===== config.mk =====
export PLATFORM = sky130hd
export DESIGN_NAME = cnc_result_collector
export DESIGN_NICKNAME = d
export VERILOG_FILES = /design/src/rtl/cnc_pkg.sv /design/src/rtl/cnc_pair_fifo.sv /design/src/rtl/cnc_result_collector.sv
export SDC_FILE = /design/constraint.sdc
export NUM_CORES = 1
export LEC_CHECK = 0
export ABC_AREA = 0
export ABC_CLOCK_PERIOD_IN_PS = 3100
export CORE_UTILIZATION = 33
export DETAILED_ROUTE_END_ITERATION = 16
export HOLD_SLACK_MARGIN = 0.06
export PLACE_DENSITY = 0.55
export SETUP_SLACK_MARGIN = 0.2
export SYNTH_ARGS = -nofsm -noshare
export SYNTH_HDL_FRONTEND = slang
export SYNTH_SLANG_ARGS = --single-unit

===== constraint.sdc =====
create_clock -name clk -period 3.1 [get_ports clk]
set_input_delay 0.93 -clock clk [delete_from_list [all_inputs] [get_ports clk]]
set_output_delay 0.93 -clock clk [all_outputs]
set_load 0.01 [all_outputs]

===== src/rtl/cnc_pkg.sv =====
// Shared definitions for the CNC result collector: default word width,
// capture-state enumeration and the complex result pair record.
package cnc_pkg;

    localparam int unsigned CNC_WIDTH = 17;

    typedef enum logic {
        S_RE = 1'b0,
        S_IM = 1'b1
    } cnc_state_t;

    typedef struct packed {
        logic [CNC_WIDTH-1:0] re;
        logic [CNC_WIDTH-1:0] im;
    } cnc_pair_t;

endpackage


===== src/rtl/cnc_pair_fifo.sv =====
// First-word-fall-through FIFO of {re, im} pairs held in a register array.
// A push into a full FIFO is accepted only when a pop happens on the same edge.
module cnc_pair_fifo
    import cnc_pkg::*;
#(
    parameter int unsigned WIDTH = CNC_WIDTH,
    parameter int unsigned DEPTH = 4
) (
    input  logic                       clk,
    input  logic                       rst,
    input  logic                       push,
    input  logic [2*WIDTH-1:0]         push_data,
    input  logic                       pop,
    output logic                       full,
    output logic                       empty,
    output logic [$clog2(DEPTH):0]     level,
    output logic [2*WIDTH-1:0]         head_data
);

    localparam int unsigned PW = $clog2(DEPTH);
    localparam int unsigned LW = PW + 1;

    logic [2*WIDTH-1:0] mem [DEPTH];
    logic [PW-1:0]      wr_ptr;
    logic [PW-1:0]      rd_ptr;
    logic               wr_en;
    logic               rd_en;

    assign full      = (level == LW'(DEPTH));
    assign empty     = (level == '0);
    assign rd_en     = pop && !empty;
    assign wr_en     = push && (!full || rd_en);
    assign head_data = empty ? '0 : mem[rd_ptr];

    // Storage write; contents need no reset since level gates visibility
    always_ff @(posedge clk) begin
        if (wr_en && !rst) begin
            mem[wr_ptr] <= push_data;
        end
    end

    // Pointer and occupancy bookkeeping, pointers wrap modulo DEPTH
    always_ff @(posedge clk) begin
        if (rst) begin
            wr_ptr <= '0;
            rd_ptr <= '0;
            level  <= '0;
        end else begin
            if (wr_en) begin
                wr_ptr <= wr_ptr + PW'(1);
            end
            if (rd_en) begin
                rd_ptr <= rd_ptr + PW'(1);
            end
            case ({wr_en, rd_en})
                2'b10:   level <= level + LW'(1);
                2'b01:   level <= level - LW'(1);
                default: level <= level;
            endcase
        end
    end

endmodule


===== src/rtl/cnc_result_collector.sv =====
// Collects real/imaginary result words from the calculator into pairs and
// buffers them in a FWFT FIFO, with sticky overflow and framing-error flags.
module cnc_result_collector
    import cnc_pkg::*;
#(
    parameter int unsigned WIDTH = CNC_WIDTH,
    parameter int unsigned DEPTH = 4
) (
    input  logic                   clk,
    input  logic                   rst,
    input  logic                   IN_VALID,
    input  logic [WIDTH-1:0]       IN,
    input  logic                   OUT_READY,
    output logic                   OUT_VALID,
    output logic [WIDTH-1:0]       OUT_RE,
    output logic [WIDTH-1:0]       OUT_IM,
    output logic [$clog2(DEPTH):0] LEVEL,
    output logic                   OVERFLOW,
    output logic                   FRAME_ERR
);

    cnc_state_t         state;
    logic [WIDTH-1:0]   held_re;
    logic               push;
    logic               pop;
    logic               full;
    logic               empty;
    logic [2*WIDTH-1:0] head_data;

    // The imaginary word goes straight into the FIFO on the edge it is
    // sampled, so the pair is visible right after that edge.
    assign push      = (state == S_IM) && IN_VALID;
    assign pop       = OUT_VALID && OUT_READY;
    assign OUT_VALID = !empty;
    assign OUT_RE    = head_data[2*WIDTH-1:WIDTH];
    assign OUT_IM    = head_data[WIDTH-1:0];

    cnc_pair_fifo #(
        .WIDTH(WIDTH),
        .DEPTH(DEPTH)
    ) u_fifo (
        .clk      (clk),
        .rst      (rst),
        .push     (push),
        .push_data({held_re, IN}),
        .pop      (pop),
        .full     (full),
        .empty    (empty),
        .level    (LEVEL),
        .head_data(head_data)
    );

    // Capture FSM: real word then imaginary word; a gap after the real word is a framing error
    always_ff @(posedge clk) begin
        if (rst) begin
            state     <= S_RE;
            held_re   <= '0;
            FRAME_ERR <= 1'b0;
        end else begin
            case (state)
                S_RE: begin
                    if (IN_VALID) begin
                        held_re <= IN;
                        state   <= S_IM;
                    end
                end
                S_IM: begin
                    if (!IN_VALID) begin
                        FRAME_ERR <= 1'b1;
                    end
                    state <= S_RE;
                end
                default: state <= S_RE;
            endcase
        end
    end

    // Sticky overflow: a completed pair found the FIFO full with no pop to make room
    always_ff @(posedge clk) begin
        if (rst) begin
            OVERFLOW <= 1'b0;
        end else if (push && full && !pop) begin
            OVERFLOW <= 1'b1;
        end
    end

endmodule


==> impl_metrics.env, run 1 <==
export IMPL_core_um2=18890
export IMPL_cts_root_buf="clkbuf_16"
export IMPL_dp_hpwl_um=7587
export IMPL_path_max_fanout=6
export IMPL_synthDistinctLibCells=30
export IMPL_final_hold_viol_count=0
export IMPL_drv_cap=0
export IMPL_syn_avg_cell_area_um2=18.03
export IMPL_synth_edf_count=136
export IMPL_ir_drop_mv=0.4215
export IMPL_multi_input_comb_area_um2=1579
export IMPL_layout_setup_ws_ns=0.1901
export IMPL_r2r_slack_ns=0.86
export IMPL_placementRows=50
export IMPL_die_area_um2=20010
export IMPL_cts_tree="done"
export IMPL_synthTopCellsByArea="edfxtp_1 (64%), mux4_2 (11%), dfxtp_1 (9.0%)"
export IMPL_status="finished, final reports clean"
export IMPL_fmax_mhz=343.7
export IMPL_worst_pin_slew_ns=0.4910
export IMPL_r2r_end="u_fifo.level[2]$_SDFFE_PP0P_"
export IMPL_crit_path_end="OUT_IM[2]"
export IMPL_final_min_clock_period_ns=2.910
export IMPL_ios=61
export IMPL_reg2reg_from="u_fifo.level[1]$_SDFFE_PP0P_"
export IMPL_synth_top_area_cell="edfxtp_1"
export IMPL_drtIter0Drc=184
export IMPL_antenna_found_initial=1
export IMPL_slowest_delay_ns=0.50
export IMPL_slew_viol_final=0
export IMPL_drc_errors=0
export IMPL_setup_viol=0
export IMPL_initial_core_util=0.3397
export IMPL_yosys_most_used_dff="edfxtp_1"
export IMPL_clk_latency_ns=0.42
export IMPL_cts_max_path_buffers=2
export IMPL_highest_layer="met4"
export IMPL_gp_congestion=0.7524
export IMPL_fin_setup_tns_ns=0
export IMPL_synth_cells=356
export IMPL_worstPathArrival_ns=1.98
export IMPL_h_tree_depth=4
export IMPL_grt_pass1_wl_um=19950
export IMPL_synth_seq_cells=165
export IMPL_num_vias=3292
export IMPL_rsz0062_at_grt="yes"
export IMPL_fill_cells=1745
export IMPL_grt_max_degree=38
export IMPL_dp_slack_ns=-0.02027
export IMPL_grt_pass1_vias=3499
export IMPL_cts_buffers=17
export IMPL_fin_nets=471
export IMPL_synth_most_common_cell="edfxtp_1"
export IMPL_synth_seq_area_share=0.7268
export IMPL_async_reset_ff_frac=0
export IMPL_io_buffers=60
export IMPL_grt_ovfl_total=0
export IMPL_synth_area_um2=6417
export IMPL_wl_met1_um=5785
export IMPL_critPathKind="flip-flop to output pin"
export IMPL_hold_path_class="flip-flop to flip-flop"
export IMPL_cts_hold_buf=0
export IMPL_wl_met2_um=6671
export IMPL_synth_warnings=0
export IMPL_die_h_um=141.5
export IMPL_crit_chain="bufbuf_16, mux4_2, nor2b_4, dlygate4sd2_1"
export IMPL_ys_top_cells_by_count="edfxtp_1 (136), nand2_1 (36), mux4_2 (30)"
export IMPL_via_per_inst=4.591
export IMPL_area_sequential_um2=4668
export IMPL_skew_ns=0.008457
export IMPL_reg2regPathDepth=9
export IMPL_antenna_cells=0
export IMPL_p_leak_uw=0.002746
export IMPL_die_x_um=141.5
export IMPL_wire_per_inst_um=18.30
export IMPL_drtAntennaViolNets=0
export IMPL_power_uw=5670
export IMPL_crit_required_ns=2.17
export IMPL_power_density_nw_per_um2=703.6
export IMPL_clkTransAtPathRegs_ns=0.06
export IMPL_syn_nets=383
export IMPL_drt_total_wl_um=13120
export IMPL_drive_above_1_share=0.2867
export IMPL_critPathLaunchType="flip-flop"
export IMPL_yosysTopAreaCellShare=0.6364
export IMPL_crit_slowest_cell="mux4_2"
export IMPL_endpoint_kind="output pin"
export IMPL_grt_usage=0.1387
export IMPL_syn2layout_area_growth_pct=25.56
export IMPL_slew_headroom=0.6701
export IMPL_met3_length_um=536
export IMPL_fin_crit_sh=0.9387
export IMPL_firstDrtPassIters=4
export IMPL_cts_sinks=165
worst min path at each step:
stage | from | to | slack, ns | cells after the start
after floorplan | u_fifo.rd_ptr[1]$_SDFFE_PP0P_ | flip-flop | 0.46 | 2
after global placement | FRAME_ERR$_SDFFE_PP0P_ | FRAME_ERR$_SDFFE_PP0P_ | 0.45 | 2
after detailed placement | OVERFLOW$_SDFFE_PP0P_ | OVERFLOW$_SDFFE_PP0P_ | 0.46 | 2
after CTS | OVERFLOW$_SDFFE_PP0P_ | OVERFLOW$_SDFFE_PP0P_ | 0.49 | 2
after global routing | held_re[16]$_SDFFE_PP0P_ | held_re[16]$_SDFFE_PP0P_ | 0.51 | 2
final | OVERFLOW$_SDFFE_PP0P_ | OVERFLOW$_SDFFE_PP0P_ | 0.48 | 2
flip-flops by register name, indices dropped and copies added (netlist names), named ones only:
register	cells
FRAME_ERR	1
OVERFLOW	1
held_re	17
state	1
u_fifo.level	3
u_fifo.mem	136
u_fifo.rd_ptr	2
u_fifo.wr_ptr	2
report_power, final:
part | internal [uW] | total, uW | switching, uW
combinational | 563 | 1060 | 498
sequential | 2440 | 2490 | 47.2
clock | 1290 | 2120 | 834
total | 4290 | 5670 | 1380
layout by cell type (no fill, tap or decap), drive strengths merged, types with 2 or more instances in the layout:
cell           count
edfxtp           136
clkbuf            49
nand2             36
nor2b             35
mux4              34
dfxtp             29
clkdlybuf4s50     26
buf               24
a21oi             21
nor2              11
inv               11
ha                 5
dlygate4sd2        5
clkinv             5
and2               4
xor2               3
nand2b             3
bufinv             3
o21ai              2
or3                2
clkinvlp           2
bufbuf             2
nor3               2
logic make-up after synthesis:
kind of cell | Yosys count | synth area share
AND/OR/NAND/NOR | 94 | 0.08442
flip-flops | 165 | 0.7268
AO/OA/AOI/OAI | 25 | 0.02008
buffers and inverters | 27 | 0.02671
multiplexers | 36 | 0.1250
adder cells (fa/ha/maj) | 6 | 0.01287
XOR/XNOR | 3 | 0.004095
worst max-delay path: cells and delay by family, from the launching register on:
family / cells / cell delay, ns
and+or+nand+nor: 1 / 0.13
muxes: 1 / 0.50
DFF: 1 / 0.38
buffers and inverters: 2 / 0.56
area by class of cell:
cell class	count	share of cell area
clock buffer	20	0.05543
clock inverter	12	0.01879
inverter	9	0.004193
multi-input combinational	164	0.1960
sequential	165	0.5793
tap	260	0.04037
timing repair buffer	87	0.1059
through the flow:
| stage | cell area (um^2) | hold WS [ns] | instances | util |
|---|---|---|---|---|
| after floorplan | 6417 | 0.4591 | 356 | - |
| after global placement | 7435 | 0.4530 | 676 | 0.3935 |
| after detailed placement | 7435 | 0.4626 | 676 | 0.3935 |
| after CTS | 8095 | 0.4898 | 712 | 0.4285 |
| after global routing | 8058 | 0.5135 | 717 | 0.4265 |
| final | 8058 | 0.4847 | 717 | 0.4265 |
metal layers:
| layer | GRT usage | vias up |
|---|---|---|
| met4 | 0.05037 | 0 |
| met3 | 0.03780 | 14 |
| met2 | 0.2355 | 69 |
| li1 | - | 1521 |
| met5 | 0 | - |
| met1 | 0.1699 | 1688 |
timing repair:
| action | CTS | global route |
|---|---|---|
| resized for setup | 38 | 59 |
| setup buffers | 1 | 3 |
| pin swaps | 0 | 1 |
| cloned | 3 | 2 |
| endpoints found under the setup margin | 34 | 32 |
(Power assumes the default switching activity.)
==> run 2: changes to the inputs <==
Settings changed: CORE_MARGIN set to 1.5, CTS_CLUSTER_SIZE set to 12, SKIP_CTS_REPAIR_TIMING set to 1.
==> impl_metrics.env, run 2 (synthesis results as in run 1) <==
export IMPL_ir_drop_mv=0.3961
export IMPL_power_switching_uw=1331
export IMPL_slew_headroom=0.7650
export IMPL_power_uw=5675
export IMPL_grt_pass1_wl_um=19430
export IMPL_worstPathArrival_ns=1.95
export IMPL_num_vias=3264
export IMPL_cts_root_buf="clkbuf_16"
export IMPL_drtAntennaViolNets=0
export IMPL_io_buffers=60
export IMPL_clk_latency_ns=0.41
export IMPL_placementRows=50
export IMPL_final_cell_mix="edfxtp_1 (136), nand2_1 (36), dlymetal6s2s_1 (34)"
export IMPL_p_leak_uw=0.003268
export IMPL_fmax_mhz=347.7
export IMPL_critPathLaunchType="flip-flop"
export IMPL_skew_ns=0.006637
export IMPL_fill_cells=1688
export IMPL_fin_crit_sh=0.9277
export IMPL_hold_path_class="flip-flop to flip-flop"
export IMPL_drt_total_wl_um=12760
export IMPL_via_per_inst=4.552
export IMPL_grt_pass1_vias=3466
export IMPL_drc_errors=0
export IMPL_fin_setup_tns_ns=0
export IMPL_worst_path_buf_inv=3
export IMPL_firstDrtPassIters=4
export IMPL_fin_hold_ws_ns=0.4890
export IMPL_slew_viol_final=0
export IMPL_endpoint_kind="output pin"
export IMPL_grt_max_degree=38
export IMPL_grt_use_met2=0.2154
export IMPL_syn2layout_area_growth_pct=29.11
export IMPL_final_common_cell="edfxtp_1"
export IMPL_grt_ovfl_total=0
export IMPL_cts_tree="done"
export IMPL_seqPwrFrac=0.439
export IMPL_utilization=0.4385
export IMPL_cts_sinks=165
export IMPL_cts_max_path_buffers=2
export IMPL_antenna_cells=0
export IMPL_largest_reg_flops=136
export IMPL_core_um2=18890
export IMPL_crit_chain="buf_12, buf_4, mux4_1, nor2b_1, dlymetal6s2s_1"
export IMPL_regMostFlops="u_fifo.mem"
export IMPL_setup_viol=0
export IMPL_grt_met3_usage=0.04576
export IMPL_crit_slowest_cell="mux4_1"
export IMPL_slowest_delay_ns=0.55
export IMPL_drv_cap=0
export IMPL_cts_buffers=17
export IMPL_crit_required_ns=2.17
export IMPL_power_density_nw_per_um2=684.9
export IMPL_use_met1=0.1656
export IMPL_p_int_uw=4344
export IMPL_path_max_fanout=9
export IMPL_die_x_um=142.5
export IMPL_path_delay_family="multiplexers"
export IMPL_gp_congestion=0.6772
export IMPL_die_area_um2=20290
export IMPL_die_h_um=142.5
export IMPL_final_min_clock_period_ns=2.876
export IMPL_status="finished, final reports clean"
export IMPL_initial_core_util=0.3397
export IMPL_drive_above_1_share=0.2123
export IMPL_wire_per_inst_um=17.79
export IMPL_clkTransAtPathRegs_ns=0.06
export IMPL_pwr_share_comb=0.196
export IMPL_fin_nets=471
export IMPL_final_hold_viol_count=0
export IMPL_drtIter0Drc=230
export IMPL_dp_hpwl_um=7311
export IMPL_busiest_layer="met2"
export IMPL_h_tree_depth=4
export IMPL_top_regs="u_fifo.mem: 136 flops, held_re: 17 flops, u_fifo.level: 3 flops"
export IMPL_antenna_found_initial=1
export IMPL_ios=61
export IMPL_grt_usage=0.1322
export IMPL_worst_pin_slew_ns=0.3494
export IMPL_power_frac_clock=0.366
export IMPL_critPathKind="flip-flop to output pin"
export IMPL_rsz0062_at_grt="yes"
export IMPL_swShare=0.2345
==> run 2: worst paths after layout <==
path         depth (start not counted)                      endpoint  slack, ns                    startpoint
min                                  2        FRAME_ERR$_SDFFE_PP0P_       0.49        FRAME_ERR$_SDFFE_PP0P_
max reg2reg                          9  u_fifo.level[2]$_SDFFE_PP0P_       0.88  u_fifo.level[2]$_SDFFE_PP0P_
max                                  5                     OUT_RE[4]       0.22                     flip-flop
min reg2reg                          2        FRAME_ERR$_SDFFE_PP0P_       0.49        FRAME_ERR$_SDFFE_PP0P_
==> run 2: area by class of cell <==
cell class	count	area (um^2)	share of cell area
tap	260	325.3	0.03926
clock inverter	9	127.6	0.01540
sequential	165	4668	0.5634
inverter	9	33.78	0.004077
clock buffer	23	457.9	0.05527
timing repair buffer	87	1086	0.1311
multi-input combinational	164	1587	0.1915
==> run 2: metal layers <==
layer | vias up | share of wire
met2 | 88 | 0.49
li1 | 1523 | -
met1 | 1635 | 0.44
met3 | 16 | 0.060
met5 | - | 0.00086
met4 | 2 | 0.011
==> run 2: metrics by stage <==
step | setup WS (ns) | std cells | instance area, um^2
4_1_cts | -0.1075 | 705 | 8035
3_3_place_gp | 0.05137 | 673 | 7450
3_5_place_dp | -0.08001 | 673 | 7450
6_report | 0.2241 | 717 | 8285
5_1_grt | 0.1427 | 717 | 8285
2_1_floorplan | 0.5468 | 356 | 6417
==> run 2: power by group through the flow <==
stage               logic, uW  registers, uW  clock network (uW)
CTS                      1010           2490                2120
global route             1210           2500                2210
detailed placement       1010           2530                   0
floorplan                 586           2520                   0
finish                   1110           2490                2080
global placement         1000           2530                   0
==> run 2: worst reg2reg max path, cell delays in order (launching register included) <==
cell,delay (ns)
dfxtp_1,0.47
nor4b_4,0.30
nor2_1,0.10
inv_1,0.08
ha_1,0.17
inv_1,0.05
fa_1,0.37
xor2_1,0.16
or3_1,0.32
a21oi_1,0.14
==> run 3: changes to the inputs <==
Settings changed: CAP_MARGIN set to 30, CTS_BUF_LIST set to sky130_fd_sc_hd__clkbuf_4 sky130_fd_sc_hd__clkbuf_8 sky130_fd_sc_hd__clkbuf_16, SYNTH_HIERARCHICAL set to 1.
==> impl_metrics.env, run 3 <==
export IMPL_dp_hpwl_um=7344
export IMPL_initial_core_util=0.3375
export IMPL_layout_setup_ws_ns=0.04010
export IMPL_path_max_fanout=8
export IMPL_ys_top_cells_by_count="edfxtp_1 (136), mux4_2 (30), nor2b_1 (30)"
export IMPL_cts_max_path_buffers=2
export IMPL_die_h_um=144.3
export IMPL_fin_nets=479
export IMPL_regMostFlops="u_fifo/mem"
export IMPL_synth_top_area_cell="edfxtp_1"
export IMPL_worstHoldPathCells=2
export IMPL_grt_pass1_vias=3531
export IMPL_worstPathArrival_ns=2.13
export IMPL_top_regs="u_fifo/mem: 136 flops, held_re: 17 flops, u_fifo/level: 3 flops"
export IMPL_hp_start="FRAME_ERR$_SDFFE_PP0P_"
export IMPL_ir_drop_mv=0.3711
export IMPL_synthAdderAreaFrac=0.01063
export IMPL_num_vias=3360
export IMPL_worst_path_buf_inv=2
export IMPL_die_x_um=144.3
export IMPL_fin_setup_tns_ns=0
export IMPL_synth_xor_area_frac=0.005316
export IMPL_fill_cells=1791
export IMPL_clkTransAtPathRegs_ns=0.06
export IMPL_largest_reg_flops=136
export IMPL_antenna_found_initial=0
export IMPL_place_area_um2=7543
export IMPL_p_leak_uw=0.003138
export IMPL_die_area_um2=20830
export IMPL_synth_cells=370
export IMPL_synthMuxAreaShare=0.1185
export IMPL_final_cell_count_no_fill=731
export IMPL_drc_errors=0
export IMPL_status="finished, final reports clean"
export IMPL_syn_avg_cell_area_um2=17.81
export IMPL_cts_buffers=17
export IMPL_slowest_delay_ns=0.51
export IMPL_synth_area_um2=6590
export IMPL_firstDrtPassIters=5
export IMPL_clk_latency_ns=0.42
export IMPL_syn_nets=396
export IMPL_ios=61
export IMPL_grt_usage=0.1285
export IMPL_final_hold_viol_count=0
export IMPL_path_delay_family="buffers and inverters"
export IMPL_dp_cells=687
export IMPL_dp_slack_ns=0.1024
export IMPL_async_reset_ff_frac=0
export IMPL_final_min_clock_period_ns=3.060
export IMPL_slew_viol_final=0
export IMPL_yosysTopAreaCellShare=0.6197
export IMPL_critPathKind="flip-flop to output pin"
export IMPL_drt_total_wl_um=12850
export IMPL_r2r_end="u_fifo/level[1]$_SDFFE_PP0P_"
export IMPL_placementRows=51
export IMPL_synth_most_common_cell="edfxtp_1"
export IMPL_synth_seq_area_share=0.7078
export IMPL_fmax_mhz=326.8
export IMPL_grt_pass1_wl_um=19600
export IMPL_final_cell_mix="edfxtp_1 (136), nor2b_1 (30), mux4_2 (30)"
export IMPL_crit_chain="buf_12, mux4_2, nor2b_4, clkdlybuf4s50_1"
export IMPL_synthDistinctLibCells=40
export IMPL_setup_viol=0
export IMPL_synth_edf_count=136
export IMPL_rsz0062_at_grt="yes"
export IMPL_critPathLaunchType="flip-flop"
export IMPL_drv_cap=0
export IMPL_synth_top_family_by_area="multiplexers"
export IMPL_core_um2=19530
export IMPL_synth_compound_area_frac=0.03474
export IMPL_worst_pin_slew_ns=0.4305
export IMPL_drtAntennaViolNets=0
export IMPL_yosys_most_used_dff="edfxtp_1"
export IMPL_io_buffers=60
export IMPL_syn2layout_area_growth_pct=25.63
export IMPL_synthTopCellsByArea="edfxtp_1 (62%), mux4_2 (10%), dfxtp_1 (8.8%)"
export IMPL_fin_crit_sh=0.9871
export IMPL_slew_headroom=0.7094
export IMPL_synth_seq_cells=165
export IMPL_endpoint_kind="output pin"
export IMPL_via_per_inst=4.596
export IMPL_cts_tree="done"
export IMPL_cts_root_buf="clkbuf_16"
export IMPL_gp_congestion=0.7217
export IMPL_synthSimpleGateAreaFrac=0.09037
export IMPL_reg2regPathDepth=9
export IMPL_min_to="FRAME_ERR$_SDFFE_PP0P_"
export IMPL_synth_warnings=6
export IMPL_power_uw=4533
export IMPL_skew_ns=0.006089
export IMPL_drtIter0Drc=215
export IMPL_power_density_nw_per_um2=547.5
export IMPL_final_common_cell="edfxtp_1"
export IMPL_cts_sinks=165
export IMPL_final_cell_area_um2=8279
export IMPL_crit_slowest_cell="mux4_2"
export IMPL_h_tree_depth=4
export IMPL_r2r_slack_ns=0.68
export IMPL_grt_ovfl_total=0
export IMPL_wire_per_inst_um=17.58
export IMPL_antenna_cells=0
export IMPL_crit_required_ns=2.17
export IMPL_grt_max_degree=35
export IMPL_drive_above_1_share=0.2811
export IMPL_reg2reg_from="u_fifo/level[1]$_SDFFE_PP0P_"
export IMPL_hold_path_class="flip-flop to flip-flop"
run 3: cell count changes after synthesis, sizes merged, moves of 2 or more:
cell | before | now
buf | 15 | 21
and2 | 4 | 6
nand3b | 0 | 2
nand3 | 0 | 3
o2111ai | 0 | 2
nor2 | 11 | 9
nand2 | 36 | 34
run 3: logic make-up (layout without fill, tap and decap cells):
logic type | Yosys count | count (layout)
AO/OA/AOI/OAI | 32 | 32
multiplexers | 34 | 34
adder cells (fa/ha/maj) | 5 | 5
flip-flops | 165 | 165
AND/OR/NAND/NOR | 99 | 99
buffers and inverters | 31 | 127
XOR/XNOR | 4 | 4
run 3: per-layer routing:
| metal | track usage | vias to the layer above | wire [um] |
|---|---|---|---|
| met5 | 0 | - | 0 |
| met2 | 0.2186 | 65 | 6515 |
| met1 | 0.1615 | 1723 | 5726 |
| li1 | - | 1568 | - |
| met4 | 0.02924 | 0 | 64 |
| met3 | 0.03874 | 4 | 545 |
run 3: area by class of cell:
type	count	area, um^2	share of cell area
Clock inverter	15	132.6	0.01602
Sequential cell	165	4671	0.5642
Timing Repair Buffer	87	973.4	0.1176
Clock buffer	17	425.4	0.05138
Multi-Input combinational cell	174	1715	0.2072
Inverter	8	30.03	0.003627
Tap cell	265	331.6	0.04005
run 3: worst min-delay path: cells and delay by family, from the launching register on:
kind	cells	cell delay, ns
flops	1	0.34
simple gates	1	0.07
compound gates	1	0.05
run 3: how the worst max path moves through the flow:
stage | end | slack, ns | cells past startpoint
floorplan | u_fifo/mem[2][0]$_DFFE_PP_ | 0.27 | 5
global placement | u_fifo/mem[3][1]$_DFFE_PP_ | 0.22 | 7
detailed placement | u_fifo/level[1]$_SDFFE_PP0P_ | 0.10 | 8
CTS | OUT_RE[9] | -0.13 | 4
global route | OUT_RE[1] | -0.04 | 4
finish | OUT_IM[7] | 0.04 | 4
run 3: metrics by stage:
step,util,hold WS (ns)
2_1_floorplan,-,0.4600
3_3_place_gp,0.3863,0.4568
3_5_place_dp,0.3863,0.4734
4_1_cts,0.4149,0.5012
5_1_grt,0.4240,0.5190
6_report,0.4240,0.4857
run 3: where the power goes:
part | switching (uW) | internal, uW
combinational | 71.1 | 59.7
clock | 901 | 1060
sequential | 20.5 | 2420
total | 993 | 3540
